### config.mk
export PLATFORM = sky130hd
export DESIGN_NAME = tstate_sequencer
export DESIGN_NICKNAME = d
export VERILOG_FILES = /design/src/rtl/sap2_pkg.sv /design/src/rtl/instr_len_decode.sv /design/src/rtl/tstate_sequencer.sv
export SDC_FILE = /design/constraint.sdc
export NUM_CORES = 1
export LEC_CHECK = 0
export BUFFER_PORTS_ARGS = -buffer_cell sky130_fd_sc_hd__buf_2
export CORE_ASPECT_RATIO = 0.75
export CORE_MARGIN = 1.5
export CORE_UTILIZATION = 50
export CTS_CLUSTER_DIAMETER = 50
export CTS_CLUSTER_SIZE = 16
export DETAILED_ROUTE_END_ITERATION = 7
export PLACE_DENSITY_LB_ADDON = 0.05
export SKIP_CTS_REPAIR_TIMING = 1
export SYNTH_ARGS = -nofsm -noshare
export SYNTH_HDL_FRONTEND = slang
export SYNTH_SLANG_ARGS = --single-unit
### constraint.sdc
create_clock -name CLK -period 5.6 [get_ports CLK]
set_clock_uncertainty 0.05 [all_clocks]
set_input_delay 1.12 -clock CLK [delete_from_list [all_inputs] [get_ports CLK]]
set_output_delay 1.12 -clock CLK [all_outputs]
set_load 0.05 [all_outputs]
### src/rtl/sap2_pkg.sv
// Shared constants and types for the SAP-II instruction-cycle sequencer:
// one-hot T-state codes, opcodes with non-trivial lengths, instruction
// lengths and the sequencer state encoding.
package sap2_pkg;

    localparam int RING_W = 18;

    localparam logic [RING_W-1:0] T01 = 18'h00001;
    localparam logic [RING_W-1:0] T02 = 18'h00002;
    localparam logic [RING_W-1:0] T03 = 18'h00004;
    localparam logic [RING_W-1:0] T04 = 18'h00008;
    localparam logic [RING_W-1:0] T05 = 18'h00010;
    localparam logic [RING_W-1:0] T06 = 18'h00020;
    localparam logic [RING_W-1:0] T07 = 18'h00040;
    localparam logic [RING_W-1:0] T08 = 18'h00080;
    localparam logic [RING_W-1:0] T09 = 18'h00100;
    localparam logic [RING_W-1:0] T10 = 18'h00200;
    localparam logic [RING_W-1:0] T11 = 18'h00400;
    localparam logic [RING_W-1:0] T12 = 18'h00800;
    localparam logic [RING_W-1:0] T13 = 18'h01000;
    localparam logic [RING_W-1:0] T14 = 18'h02000;
    localparam logic [RING_W-1:0] T15 = 18'h04000;
    localparam logic [RING_W-1:0] T16 = 18'h08000;
    localparam logic [RING_W-1:0] T17 = 18'h10000;
    localparam logic [RING_W-1:0] T18 = 18'h20000;

    // Opcodes named individually; register-form ALU/MOV opcodes are listed
    // directly in the decoder.
    localparam logic [7:0] OP_NOP  = 8'h00;
    localparam logic [7:0] OP_HLT  = 8'h76;
    localparam logic [7:0] OP_CMA  = 8'h2F;
    localparam logic [7:0] OP_RAL  = 8'h17;
    localparam logic [7:0] OP_RAR  = 8'h1F;
    localparam logic [7:0] OP_ANI  = 8'hE6;
    localparam logic [7:0] OP_ORI  = 8'hF6;
    localparam logic [7:0] OP_XRI  = 8'hEE;
    localparam logic [7:0] OP_JMP  = 8'hC3;
    localparam logic [7:0] OP_IN   = 8'hDB;
    localparam logic [7:0] OP_OUT  = 8'hD3;
    localparam logic [7:0] OP_RET  = 8'hC9;
    localparam logic [7:0] OP_JZ   = 8'hCA;
    localparam logic [7:0] OP_JNZ  = 8'hC2;
    localparam logic [7:0] OP_JM   = 8'hFA;
    localparam logic [7:0] OP_LDA  = 8'h3A;
    localparam logic [7:0] OP_STA  = 8'h32;
    localparam logic [7:0] OP_CALL = 8'hCD;

    // Instruction lengths in T-states.
    localparam logic [4:0] LEN_SHORT = 5'd4;
    localparam logic [4:0] LEN_HLT   = 5'd5;
    localparam logic [4:0] LEN_IMM   = 5'd7;
    localparam logic [4:0] LEN_JMP   = 5'd10;
    localparam logic [4:0] LEN_MEM   = 5'd13;
    localparam logic [4:0] LEN_CALL  = 5'd18;

    typedef enum logic [1:0] {
        ST_START,
        ST_RUN,
        ST_HALT,
        ST_STEP_WAIT
    } seq_state_e;

endpackage

### src/rtl/instr_len_decode.sv
// Combinational opcode -> instruction length decoder. Conditional jumps
// take their long form only when the branch is taken.
module instr_len_decode
    import sap2_pkg::*;
(
    input  logic [7:0] opcode_i,
    input  logic       zf_i,
    input  logic       sf_i,
    output logic [4:0] len_o,
    output logic       is_hlt_o,
    output logic       is_illegal_o
);

    // Length lookup; unknown opcodes run as a 4-state NOP and are flagged.
    always_comb begin
        // NOTE: every output gets a default before the case so no path can infer a latch.
        len_o        = LEN_SHORT;
        is_hlt_o     = 1'b0;
        is_illegal_o = 1'b0;
        case (opcode_i)
            OP_NOP,
            8'h78, 8'h79, 8'h7A, 8'h47, 8'h4F, 8'h57, 8'h41, 8'h48,
            8'h80, 8'h81, 8'h90, 8'h91, 8'hA0, 8'hA1, 8'hB0, 8'hB1,
            8'hA8, 8'hA9, 8'h3C, 8'h3D, 8'h04, 8'h05, 8'h0C, 8'h0D,
            OP_CMA, OP_RAL, OP_RAR:              len_o = LEN_SHORT;
            OP_HLT: begin
                len_o    = LEN_HLT;
                is_hlt_o = 1'b1;
            end
            8'h3E, 8'h06, 8'h0E,
            OP_ANI, OP_ORI, OP_XRI:              len_o = LEN_IMM;
            OP_JMP, OP_IN, OP_OUT, OP_RET:       len_o = LEN_JMP;
            OP_JZ:                               len_o = zf_i  ? LEN_JMP : LEN_IMM;
            OP_JNZ:                              len_o = !zf_i ? LEN_JMP : LEN_IMM;
            OP_JM:                               len_o = sf_i  ? LEN_JMP : LEN_IMM;
            OP_LDA, OP_STA:                      len_o = LEN_MEM;
            OP_CALL:                             len_o = LEN_CALL;
            default:                             is_illegal_o = 1'b1;
        endcase
    end

endmodule

### src/rtl/tstate_sequencer.sv
// SAP-II instruction-cycle scheduler. Follows the ring counter's one-hot
// T-state, ends each instruction at its true last T-state by pulling the
// ring's clear, and handles HLT, single-step, ring desync and retire count.
module tstate_sequencer
    import sap2_pkg::*;
#(
    parameter int NT    = 18,
    parameter int CNT_W = 16
) (
    input  logic             CLK,
    input  logic             CLR,
    input  logic [NT-1:0]    tstate,
    input  logic [7:0]       bus_opcode,
    input  logic             zf,
    input  logic             sf,
    input  logic             step_mode,
    input  logic             step,
    input  logic             run,
    output logic             ring_nclr,
    output logic             hold,
    output logic             halted,
    output logic             step_wait,
    output logic             instr_done,
    output logic [4:0]       cur_len,
    output logic [CNT_W-1:0] instr_count,
    output logic             illegal,
    output logic [7:0]       illegal_op,
    output logic             sync_err
);

    seq_state_e       state_q, state_d;
    logic             ring_nclr_q, ring_nclr_d;
    logic             hold_q, hold_d;
    logic             halted_q, halted_d;
    logic             step_wait_q, step_wait_d;
    logic             done_q, done_d;
    logic [4:0]       len_q, len_d;
    logic [CNT_W-1:0] count_q, count_d;
    logic             illegal_q, illegal_d;
    logic [7:0]       ill_op_q, ill_op_d;
    logic             sync_err_q, sync_err_d;
    logic [4:0]       idx_q, idx_d;        // expected T-state index (0 = T01)
    logic             last_nclr_q;         // ring_nclr value of the previous cycle
    logic             abort_q, abort_d;    // forced-clear cycle after a desync
    logic             hlt_q, hlt_d;        // current instruction is HLT

    logic [4:0]       dec_len;
    logic             dec_hlt;
    logic             dec_ill;
    logic [NT-1:0]    exp_onehot;
    logic             mismatch;
    logic             at_t03;

    instr_len_decode u_decode (
        .opcode_i     (bus_opcode),
        .zf_i         (zf),
        .sf_i         (sf),
        .len_o        (dec_len),
        .is_hlt_o     (dec_hlt),
        .is_illegal_o (dec_ill)
    );

    // Desync detection: skipped right after the ring was cleared and during an abort.
    always_comb begin
        exp_onehot = {{(NT-1){1'b0}}, 1'b1} << idx_q;
        mismatch   = (state_q == ST_RUN) && last_nclr_q && !abort_q && (tstate != exp_onehot);
        at_t03     = (state_q == ST_RUN) && !abort_q && !mismatch && (idx_q == 5'd2);
    end

    // Next-state and registered-output logic.
    always_comb begin
        state_d     = state_q;
        ring_nclr_d = ring_nclr_q;
        hold_d      = hold_q;
        halted_d    = halted_q;
        step_wait_d = step_wait_q;
        done_d      = 1'b0;
        len_d       = len_q;
        count_d     = count_q;
        illegal_d   = illegal_q;
        ill_op_d    = ill_op_q;
        sync_err_d  = sync_err_q;
        idx_d       = idx_q;
        abort_d     = 1'b0;
        hlt_d       = hlt_q;

        case (state_q)
            ST_START: begin
                state_d     = ST_RUN;
                ring_nclr_d = 1'b1;
                hold_d      = 1'b0;
                idx_d       = 5'd0;
            end

            ST_RUN: begin
                ring_nclr_d = 1'b1;
                hold_d      = 1'b0;
                idx_d       = idx_q + 5'd1;
                if (abort_q) begin
                    idx_d = 5'd0;
                end else if (mismatch) begin
                    sync_err_d  = 1'b1;
                    ring_nclr_d = 1'b0;
                    abort_d     = 1'b1;
                end else if (done_q) begin
                    // Last T-state of the instruction: retire and pick what follows.
                    count_d = count_q + {{(CNT_W-1){1'b0}}, 1'b1};
                    idx_d   = 5'd0;
                    if (hlt_q) begin
                        state_d     = ST_HALT;
                        ring_nclr_d = 1'b0;
                        hold_d      = 1'b1;
                        halted_d    = 1'b1;
                    end else if (step_mode) begin
                        state_d     = ST_STEP_WAIT;
                        ring_nclr_d = 1'b0;
                        hold_d      = 1'b1;
                        step_wait_d = 1'b1;
                    end
                end else begin
                    if (at_t03) begin
                        len_d = dec_len;
                        hlt_d = dec_hlt;
                        if (dec_ill) begin
                            illegal_d = 1'b1;
                            if (!illegal_q) ill_op_d = bus_opcode;
                        end
                    end
                    // Clear is registered, so decide one T-state early; 4-state
                    // instructions use the live decode because len_q is still stale.
                    if ((at_t03 && dec_len == LEN_SHORT) ||
                        (idx_q >= 5'd3 && (idx_q + 5'd2) == len_q)) begin
                        ring_nclr_d = 1'b0;
                        done_d      = 1'b1;
                    end
                end
            end

            ST_HALT: begin
                if (run) begin
                    state_d     = ST_RUN;
                    ring_nclr_d = 1'b1;
                    hold_d      = 1'b0;
                    halted_d    = 1'b0;
                    idx_d       = 5'd0;
                end
            end

            ST_STEP_WAIT: begin
                if (step) begin
                    state_d     = ST_RUN;
                    ring_nclr_d = 1'b1;
                    hold_d      = 1'b0;
                    step_wait_d = 1'b0;
                    idx_d       = 5'd0;
                end
            end

            default: state_d = ST_START;
        endcase
    end

    // State and output registers with synchronous reset.
    always_ff @(posedge CLK) begin
        // NOTE: sequential state uses non-blocking assignments so every register samples pre-edge values.
        if (CLR) begin
            state_q     <= ST_START;
            ring_nclr_q <= 1'b0;
            hold_q      <= 1'b1;
            halted_q    <= 1'b0;
            step_wait_q <= 1'b0;
            done_q      <= 1'b0;
            len_q       <= LEN_SHORT;
            count_q     <= '0;
            illegal_q   <= 1'b0;
            ill_op_q    <= 8'h00;
            sync_err_q  <= 1'b0;
            idx_q       <= 5'd0;
            last_nclr_q <= 1'b0;
            abort_q     <= 1'b0;
            hlt_q       <= 1'b0;
        end else begin
            state_q     <= state_d;
            ring_nclr_q <= ring_nclr_d;
            hold_q      <= hold_d;
            halted_q    <= halted_d;
            step_wait_q <= step_wait_d;
            done_q      <= done_d;
            len_q       <= len_d;
            count_q     <= count_d;
            illegal_q   <= illegal_d;
            ill_op_q    <= ill_op_d;
            sync_err_q  <= sync_err_d;
            idx_q       <= idx_d;
            last_nclr_q <= ring_nclr_q;
            abort_q     <= abort_d;
            hlt_q       <= hlt_d;
        end
    end

    assign ring_nclr   = ring_nclr_q;
    assign hold        = hold_q;
    assign halted      = halted_q;
    assign step_wait   = step_wait_q;
    assign instr_done  = done_q;
    assign cur_len     = len_q;
    assign instr_count = count_q;
    assign illegal     = illegal_q;
    assign illegal_op  = ill_op_q;
    assign sync_err    = sync_err_q;

endmodule

==> results.py <==
metrics = {
    "placed_design": {
        "portBuffers": 68,
        "dpl.hpwl_mm": 5.758,
        "post-place-cells": 537,
        "place_area_um2": 3637,
        "gp_congestion": 0.8750,
    },
    "synthesis": {
        "synth_cells": 419,
        "synth_top_cell_by_area": "dfxtp_1",
        "ys_seq_area_frac": 0.2767,
        "synth_top_family_by_area": "simple AND/OR/NAND/NOR gates",
        "synth-edff-count": 0,
        "synth_nets": 461,
        "synth_fa_ha_area_frac": 0.03383,
        "yosysWarningCount": 0,
        "synthMuxAreaShare": 0.06917,
        "syn_area_um2": 3328,
        "synth_xor_area_frac": 0.02368,
        "ys_ff_latch": 46,
        "yosysUniqueCellTypes": 63,
        "synthArstFlopShare": 0,
        "synth_compound_area_frac": 0.2150,
        "synth_top_cell_area_share": 0.2767,
        "synth-main-ff-cell": "dfxtp_1",
        "synth.avg_cell_area_um2": 7.943,
        "yosys-top-cells-area": "dfxtp_1 28%, nand2b_1 4.9%, mux2i_1 4.2%",
        "synth-simple-area-share": 0.3158,
    },
    "clock_tree": {
        "clkTransAtPathRegs_ns": 0.10,
        "cts_buffers": 5,
        "htreeDepth": 2,
        "clock_sinks": 46,
        "cts_tree": "done",
        "cts_buffer_depth": 2,
        "cts-root-buf": "clkbuf_8",
        "clock_latency_ns": 0.30,
    },
    "final_layout": {
        "layout_common_cells": "68 x buf_2, 46 x dfxtp_1, 26 x nand2b_1, 26 x a21oi_1, 26 x nor2_1",
        "drive_above_1_share": 0.2047,
        "instances_no_fill": 545,
        "final_nets": 505,
        "area_growth_pct": 12.67,
        "antenna_cells": 0,
        "final_cell_area_um2": 3750,
        "final_util": 0.5876,
        "mostFrequentLayoutCell": "buf_2",
    },
    "floorplanning": {
        "start_util": 0.5216,
        "row_count": 25,
        "io_pins": 69,
        "die_w_um": 97.21,
        "die_h_um": 73.66,
        "die_area_um2": 7160,
        "core_um2": 6381,
    },
    "min_path": {
        "worstHoldPathType": "flip-flop to flip-flop",
    },
    "routing": {
        "dr_total_vias": 3224,
        "dr.pass1.iters": 4,
        "wl_per_cell_um": 14.65,
        "initialDrtViolationCount": 91,
        "drc": 0,
        "ant_nets": 0,
        "viasPerCell": 5.916,
        "drt_wl_total_mm": 7.983,
    },
    "setup_path": {
        "worstSetupEndpointType": "flip-flop",
        "required_ns": 5.78,
        "endpoint": "illegal_op[2]$_SDFFE_PP0P_",
        "crit_slowest_cell": "dfxtp_1",
        "path_depth": 9,
        "reg2reg_to": "illegal_op[2]$_SDFFE_PP0P_",
        "cpPeakStageDelay_ns": 0.82,
        "cp_max_fo": 24,
        "ff2ff_path_depth": 9,
        "crit_path_start": "idx_q[2]$_SDFFE_PP0P_",
        "reg2reg_from": "idx_q[2]$_SDFFE_PP0P_",
        "regToRegSetupSlack_ns": 1.73,
        "path_cells": "inv_1, ha_1, xor2_1, o22ai_1, a22oi_1, or4_1, o41ai_2, and3b_1, mux2i_1",
        "path_delay_family": "simple AND/OR/NAND/NOR gates",
        "worstSetupPathType": "flip-flop to flip-flop",
        "cp.arrival_ns": 4.05,
        "worstSetupStartpointType": "flip-flop",
        "crit_buf_inv": 1,
    },
    "timing": {
        "fmax_mhz": 258.1,
        "finalSetupViolCount": 0,
        "hold_slack_ns": 0.4164,
        "fin_tns_setup_ns": 0,
        "grt_setup_unrepaired": "false",
        "tightest_slew_ns": 0.9656,
        "slew_headroom": 0.3562,
        "fin_crit_sh": 0.6919,
        "finalCriticalPeriod_ns": 3.875,
        "maxSlewViolCount": 0,
        "finalHoldViolCount": 0,
    },
    "global_route": {
        "globalRouteMet3Util": 0.03996,
        "grt_antenna_before_repair": 0,
        "grt_overflow": 0,
        "grt_pass1_wl_mm": 13.37,
        "grt_max_degree": 61,
        "met1_usage": 0.3324,
        "met2_usage": 0.3528,
        "grt-busiest-layer": "met2",
        "grt_pass1_vias": 2792,
        "grt_usage": 0.2247,
    },
    "pwr": {
        "power.density_cell_area_nw_per_um2": 183.5,
        "ir_worst_vdd_mv": 0.1057,
        "leakagePower_nw": 1.491,
    },
    "flow_run": {
        "maxCapViolCount": 0,
    },
    "status": {
        "status": "finished, final reports clean",
    },
}
synth_stat cells (5+ instances only):
cell / n
mux2i_1: 14
a21oi_1: 26
o2111ai_1: 6
dfxtp_1: 46
xor2_1: 5
a31oi_1: 5
clkbuf_1: 23
nand2_1: 22
and3_1: 6
nor2_1: 26
and2_1: 6
nand3_1: 13
inv_1: 19
a41o_1: 5
nor3_1: 12
mux2_2: 8
ha_1: 9
nand2b_1: 26
nor2b_1: 14
o31ai_1: 5
nor3b_1: 7
or4_1: 7
o22ai_1: 5
o21ai_0: 19
and3b_1: 5
nand3b_1: 7
worst min path at each step:
| stage | startpoint | end | slack (ns) | cells past startpoint |
|---|---|---|---|---|
| after global routing | sync_err$_SDFFE_PP0P_ | sync_err$_SDFFE_PP0P_ | 0.44 | 2 |
| after CTS | sync_err$_SDFFE_PP0P_ | sync_err$_SDFFE_PP0P_ | 0.42 | 2 |
| after detailed placement | hold$_SDFFE_PP1P_ | hold$_SDFFE_PP1P_ | 0.40 | 2 |
| final | ring_nclr$_SDFFE_PP0P_ | last_nclr_q$_SDFF_PP0_ | 0.42 | 2 |
| after global placement | hold$_SDFFE_PP1P_ | hold$_SDFFE_PP1P_ | 0.39 | 2 |
| after floorplan | last_nclr_q$_SDFF_PP0_ | abort_q$_SDFF_PP0_ | 0.45 | 2 |
routing by layer:
metal | vias to the layer above | share of wire
met5 | - | 0
met4 | 0 | 0.0021
met3 | 2 | 0.046
met2 | 70 | 0.44
met1 | 1528 | 0.51
li1 | 1624 | -
report_power, final:
group	internal [mW]	total, mW	switching, mW
logic	0.0387	0.0994	0.0607
registers	0.331	0.335	0.00390
clock network	0.134	0.254	0.120
total	0.503	0.688	0.185
cells by family (layout without fill, tap and decap cells):
family,Yosys count,after routing
buffers and inverters,52,97
AO/OA/AOI/OAI,103,103
AND/OR/NAND/NOR,178,178
XOR/XNOR,9,9
flip-flops,46,46
adder cells (fa/ha/maj),9,9
multiplexers,22,22
tightest hold or removal path, cell delays in order (launching register included):
cell and delay [ns]:
dfxtp_1 0.33, inv_1 0.06, nor2_1 0.04
cell type report:
class / instances / area [um^2]
clock buffer: 5 / 68.82
clock inverter: 3 / 43.79
fill: 600 / 2631
inverter: 19 / 71.32
multi-input combinational: 321 / 2188
sequential: 46 / 920.9
tap: 81 / 101.3
timing repair buffer: 70 / 355.3
sequential cells by signal (all words and copies together), names as in the netlist, 2 cells and up:
| signal | count |
|---|---|
| state_q | 2 |
| idx_q | 5 |
| illegal_op | 8 |
| instr_count | 16 |
| cur_len | 5 |
stage by stage:
| step | total power, mW | setup slack [ns] |
|---|---|---|
| floorplan | 0.4103 | 1.942 |
| global placement | 0.4389 | 1.498 |
| detailed placement | 0.4408 | 1.420 |
| CTS | 0.6942 | 1.694 |
| global route | 0.7191 | 1.440 |
| finish | 0.6880 | 1.725 |
Note: power is estimated with default switching activity, not from simulation.
